===== config.mk =====
export PLATFORM = sky130hd
export DESIGN_NAME = counter_x
export DESIGN_NICKNAME = d
export VERILOG_FILES = /design/src/rtl/counter_x.sv
export SDC_FILE = /design/constraint.sdc
export NUM_CORES = 1
export LEC_CHECK = 0
export CORE_MARGIN = 4
export CORE_UTILIZATION = 40
export DETAILED_ROUTE_END_ITERATION = 16
export PLACE_DENSITY = 0.64
export SYNTH_ARGS = -nofsm -noshare
export SYNTH_HDL_FRONTEND = slang
export SYNTH_SLANG_ARGS = --single-unit

===== constraint.sdc =====
create_clock -name clk -period 7.5 [get_ports clk]
set_clock_uncertainty 0.1 [all_clocks]
set_input_delay 1.5 -clock clk [delete_from_list [all_inputs] [get_ports clk]]
set_output_delay 1.5 -clock clk [all_outputs]
set_load 0.005 [all_outputs]

===== src/rtl/counter_x.sv =====
// Three-channel 32-bit down-counter/timer with a shared control register.
// Each channel supports one-shot, periodic-pulse and square-wave modes.
module counter_x (
  input  logic        clk,
  input  logic        rst,
  input  logic        counter_we,
  input  logic [1:0]  counter_ch,
  input  logic [31:0] counter_val,
  output logic        counter0_out,
  output logic        counter1_out,
  output logic        counter2_out,
  output logic [31:0] counter_out
);

  // state | meaning
  // IDLE  | no reload loaded (or reload 0); out held at 0
  // COUNT | decrementing toward terminal count
  // DONE  | one-shot expired; out held at 1, count held at 0
  typedef enum logic [1:0] {IDLE, COUNT, DONE} state_t;

  localparam logic [1:0] MODE_ONESHOT  = 2'b00;
  localparam logic [1:0] MODE_PERIODIC = 2'b01;
  localparam logic [1:0] MODE_SQUARE   = 2'b10;
  localparam logic [1:0] MODE_RSVD     = 2'b11;
  localparam logic [1:0] SEL_CTRL      = 2'b11;

  logic [11:0] ctrl_q, ctrl_d;
  logic [31:0] reload_q [3];
  logic [31:0] reload_d [3];
  logic [31:0] count_q  [3];
  logic [31:0] count_d  [3];
  logic [2:0]  out_q, out_d;
  state_t      state_q  [3];
  state_t      state_d  [3];
  logic [1:0]  mode     [3];
  logic        en       [3];

  always_ff @(posedge clk or posedge rst) begin
    if (rst) begin
      ctrl_q <= '0;
      out_q  <= '0;
      for (int n = 0; n < 3; n++) begin
        reload_q[n] <= '0;
        count_q[n]  <= '0;
        state_q[n]  <= IDLE;
      end
    end else begin
      ctrl_q <= ctrl_d;
      out_q  <= out_d;
      for (int n = 0; n < 3; n++) begin
        reload_q[n] <= reload_d[n];
        count_q[n]  <= count_d[n];
        state_q[n]  <= state_d[n];
      end
    end
  end

  always_comb begin
    ctrl_d = ctrl_q;
    out_d  = out_q;
    if (counter_we && counter_ch == SEL_CTRL)
      ctrl_d = counter_val[11:0];

    for (int n = 0; n < 3; n++) begin
      reload_d[n] = reload_q[n];
      count_d[n]  = count_q[n];
      state_d[n]  = state_q[n];
      mode[n]     = ctrl_q[4*n +: 2];
      en[n]       = ctrl_q[4*n + 2];

      // A reload write wins over any count/terminal action this cycle.
      if (counter_we && counter_ch == 2'(n)) begin
        reload_d[n] = counter_val;
        count_d[n]  = counter_val;
        out_d[n]    = 1'b0;
        state_d[n]  = (counter_val != '0) ? COUNT : IDLE;
      end else begin
        case (state_q[n])
          COUNT: begin
            if (en[n] && mode[n] != MODE_RSVD) begin
              if (count_q[n] > 32'd1) begin
                count_d[n] = count_q[n] - 32'd1;
                if (mode[n] == MODE_PERIODIC)
                  out_d[n] = 1'b0;
              end else if (count_q[n] == 32'd1) begin
                case (mode[n])
                  MODE_ONESHOT: begin
                    count_d[n] = '0;
                    out_d[n]   = 1'b1;
                    state_d[n] = DONE;
                  end
                  MODE_PERIODIC: begin
                    count_d[n] = reload_q[n];
                    out_d[n]   = 1'b1;
                  end
                  MODE_SQUARE: begin
                    count_d[n] = reload_q[n];
                    out_d[n]   = ~out_q[n];
                  end
                  default: ;
                endcase
              end
            end
          end
          DONE: begin
            count_d[n] = '0;
            out_d[n]   = 1'b1;
          end
          default: out_d[n] = 1'b0;
        endcase
      end
    end
  end

  always_comb begin
    counter_out = '0;
    case (counter_ch)
      2'd0:    counter_out = count_q[0];
      2'd1:    counter_out = count_q[1];
      2'd2:    counter_out = count_q[2];
      default: counter_out = {20'b0, ctrl_q};
    endcase
  end

  assign counter0_out = out_q[0];
  assign counter1_out = out_q[1];
  assign counter2_out = out_q[2];

endmodule


# --- Word level (Yosys, flattened, before mapping) ---
# Cells that the tools add are included.
totals:
  input_bits: 37
  ff_bits: 213
  word_cells: 162
  out_inout_bits: 35
classes:
  magnitude_cmp: 3
  bitwise_logic: 3
  n_eq_ne: 39
  n_mux: 59
  reduce_logical: 42
  n_addsub: 3
ops:
  columns: ["operator", "count"]
  rows:
  - ["32-bit 2-to-1 mux", 12]
  - ["32-bit case mux with 2 select lines", 6]
  - ["32-bit by 1-bit equality test with 1-bit output, second input constant", 3]
  - ["32-bit by 1-bit > comparator with 1-bit output, second input constant", 3]
  - ["32-bit case mux with 3 select lines", 1]
  - ["32-bit by 1-bit subtractor with 32-bit output, second input constant", 3]
  - ["2-bit 2-to-1 mux", 18]
  - ["32-bit nonzero test", 1]
  - ["5-bit by 4-bit != test with 1-bit output, second input constant", 6]
  - ["4-bit != test, second input constant", 6]
  - ["4-bit AND reduction", 6]
  - ["2-bit nonzero test", 12]
  - ["2-bit equality test, second input constant", 8]
  - ["1-bit 2-to-1 mux", 16]
  - ["5-bit AND reduction", 3]
  - ["2-bit by 1-bit equality test with 1-bit output, second input constant", 7]
  - ["2-bit != test, second input constant", 6]
  - ["1-bit case mux with 2 select lines", 6]
  - ["2-bit OR reduction", 6]
  - ["3-bit != test, second input constant", 3]
  - ["3-bit nonzero test", 3]
  - ["2-bit zero test", 4]
  - ["1-bit logical AND", 7]
  - ["1-bit NOT", 3]

# --- Logic depth before layout (Yosys ltp) ---
depth:
  depth_word: 8
  mapped_depth: 11
  depth_no_buf: 8

# --- Worst setup path after synthesis ---
# Ideal clock, no wire load.
synth_path:
  kind: "input port to output port"
  start: "input port counter_ch[0]"
  end: "output port counter_out[0]"
  t_arrival_ns: 2.918
  n_path_buf: 2
  required_ns: 5.900
  cell_stages: 3
  path_slack_ns: 2.982
  cell_sequence: "clkbuf_1 > buf_1 > mux4_2"
synth_via:
  elab_chain_cells: 2
  elab_cells_between_ends: 4
  cone_classes: "eq/ne: 2; mux: 1; reduce/logical: 1"
synth_rtl:
  columns: ["element", "line_no", "text"]
  rows:
  - ["start: declaration", "7", "input logic [1:0] counter_ch,"]
  - ["2-bit equality test, or another cell as far along", "117", "case (counter_ch)"]
  - ["32-bit case mux with 3 select lines *", "117", null]
  - ["end: declaration", "12", "output logic [31:0] counter_out"]
# Every way passes the cells marked *; elsewhere a longest branch is shown, timed or not.

# --- Final worst setup path ---
layout_path:
  start: "input port counter_ch[0]"
  end: "output port counter_out[24]"
# Same word-level chain as after synthesis.

==> results.cfg <==
[status]
status = finished clean

[drt]
vias = 12200
drt_pass1_iterations = 5
drtIter0Drc = 1452
ant_nets = 0
remaining_drc_errors = 0
routed_wl_um = 44800
vias_per_cell = 6.33
wl_per_cell_um = 23.3

[clock_network]
insertion_delay_ns = 0.55
cts_tree = built
cts_buffers = 26
cts.sinks = 213
root_buffer = clkbuf_16
clockBufferDepth = 3
cts.reportedPaths.clkPinSlew_ns = 0.05
cts_hold_buf = 0
cts_setup_buffers = 0
cts_resized = 0
htreeDepth = 1

[global_route]
grt_pass1_vias = 11400
grt_max_degree = 101
grt_antenna_before_repair = 0
gr-total-overflow = 0
grt_pass1_wl_um = 69600
track_usage = 0.256

[synth]
yosysMostFrequentCell = nand2_1
synthXorXnorAreaFrac = 0.0214
synth_ff_type = dfrtp_1
synth-simple-area-share = 0.254
ys_types = 68
synthAdderAreaFrac = 0.0236
synthTopCellsByArea = dfrtp_1 42%, nand2_1 9.7%, o21ai_0 4.0%, nor2_1 3.0%, a31oi_1 2.7%
synth_top_family_by_area = simple AND/OR/NAND/NOR gates
synth_common_cells = 330 x nand2_1, 213 x dfrtp_1, 103 x nor2_1
async_flop_share = 1.00
synth_compound_area_frac = 0.186
syn_inst = 1500
syn-mean-instance-area_um2 = 8.47
muxShareOfSynthArea = 0.0502
synth_seq_area_share = 0.419
synth_seq_cells = 213
synth.top_cell.area_share = 0.419
synth_largest_area_cell = dfrtp_1
netlist_area_um2 = 12700
synthesis.nets = 1561
yosysWarnings = 0
synth_enable_flop_cells = 0

[power]
p_seq_frac = 0.417
p_switching_mw = 1.77
powerDensity_nw_per_um2 = 327
swShare = 0.371
ir_worst_vdd_mv = 0.187
comb_power_share = 0.286
p_leak_nw = 6.20
clkPwrFrac = 0.297
internal_power_mw = 3.00

[setup_path]
cp-end-kind = output port
crit_fanout = 40
crit_chain = buf_2 -> nor2b_1 -> buf_4 -> nand2_1 -> o21ai_0 -> clkdlybuf4s50_1
cp.arrival_ns = 3.49
critPathLaunchType = primary input
worstPathRequired_ns = 5.90
slowest_delay_ns = 0.73
crit_type = in2out
crit_slowest_cell = buf_2

[finish]
diodes = 0
regArea_um2 = 5330
drive_above_1_share = 0.0760
nets = 1567
fillerInstances = 2977
synthToLayoutAreaGrowth_pct = 14.7
multiInputGateArea_um2 = 6840

[sta]
finalHoldViolations = 0
finalSetupViolations = 0
slew_headroom = 0.218
period_share = 0.679
maxSlewViolCount = 0
period_needed_ns = 5.09
rsz0062_at_grt = false
tns_ns = 0
setup_ws_ns = 2.41
fmax_ghz = 0.197
tightest_slew_ns = 1.17

[floorplanning]
start_util = 0.410
num_rows = 64
die_h_um = 186
core_area_um2 = 31000
dieArea_um2 = 34700
die_w_um = 186
io-pin-count = 72

[run]
drv_cap = 0

[placement]
gp_congestion = 0.929
dp_slack_ns = 2.33
dpl.hpwl_um = 30400
port_buffers = 71

[worst_hold_path]
min_path_type = reg2reg
-- metal layers --
metal  share of wire  up-vias  track usage
li1                -     5465            -
met1            0.43     5993        0.365
met2            0.44      583        0.388
met3           0.077      119       0.0432
met4           0.050        0        0.105
met5               0        -            0
-- cell usage in the layout (no fill, tap or decap), types with 5 or more instances in the layout --
master / instances
a211o_1: 9
a211oi_1: 8
a21o_1: 12
a21oi_1: 34
a221oi_1: 26
a31oi_1: 54
and2_1: 12
and3_1: 33
buf_4: 19
bufinv_16: 6
clkbuf_1: 7
clkbuf_16: 27
clkdlybuf4s50_1: 69
dfrtp_1: 213
ha_1: 24
inv_1: 28
mux2_2: 14
mux2i_1: 21
mux4_2: 12
nand2_1: 330
nand3_1: 30
nand4_1: 12
nor2_1: 102
nor3_1: 64
nor4_1: 40
o211ai_1: 14
o21ai_0: 101
o22ai_1: 15
o2bb2ai_1: 37
o31ai_1: 8
o41ai_1: 5
or2_2: 10
or3_1: 14
or4_1: 15
xnor2_1: 17
xor2_1: 14
-- worst max-delay path: cells and delay by family --
family,cells,cell delay (ns)
compound gates,1,0.10
buf+inv,3,1.57
simple gates,2,0.31
-- per-stage QoR --
step                power (mW)  hold WS (ns)  utilization  area, um^2  std cells
floorplan                 2.72         0.338            -       12700       1500
global placement          3.30         0.349        0.440       13600       1874
detailed placement        3.33         0.355        0.440       13600       1874
CTS                       4.75         0.369        0.470       14600       1922
global route              5.02         0.384        0.470       14600       1922
finish                    4.76         0.367        0.470       14600       1922
-- sequential cells by signal (all words and copies together) (netlist names) --
signal,count
count_q,96
out_q,3
reload_q,96
state_q,6
ctrl_q,12
-- logic make-up (layout without fill, tap and decap cells) --
group	count (synthesis)	in the layout
buffers and inverters	141	167
AO/OA/AOI/OAI	351	351
multiplexers	47	47
AND/OR/NAND/NOR	693	693
adder cells (fa/ha/maj)	24	24
flip-flops	213	213
XOR/XNOR	31	31
-- area by class of cell --
cell class,count,area share
multi-input cells,1146,0.469
clock buffers,38,0.0519
inverters,29,0.00798
repair buffers,90,0.0578
well taps,396,0.0340
clock inverters,10,0.0137
flip-flops and latches,213,0.366
-- power groups by stage --
stage	combinational (mW)	sequential, mW	clock, mW
after floorplan	0.991	1.73	0
after detailed placement	1.34	1.98	0
after CTS	1.35	1.97	1.43
final	1.36	1.99	1.42
after global placement	1.32	1.98	0
after global routing	1.51	2.02	1.48
-- path summary, 6_finish.rpt --
path                       cells past startpoint         endpoint          start  slack, ns
setup / recovery                               6  counter_out[24]  counter_ch[0]       2.41
hold / removal                                 2      reload_q[3]    reload_q[3]       0.37
setup reg to reg                               7      count_q[54]    count_q[48]       3.35
hold reg to reg                                2      reload_q[3]    reload_q[3]       0.37
max in group asynchronous                      3     reload_q[87]            rst       4.56
min in group asynchronous                      2      count_q[10]            rst       1.35
(Power assumes the default switching activity.)
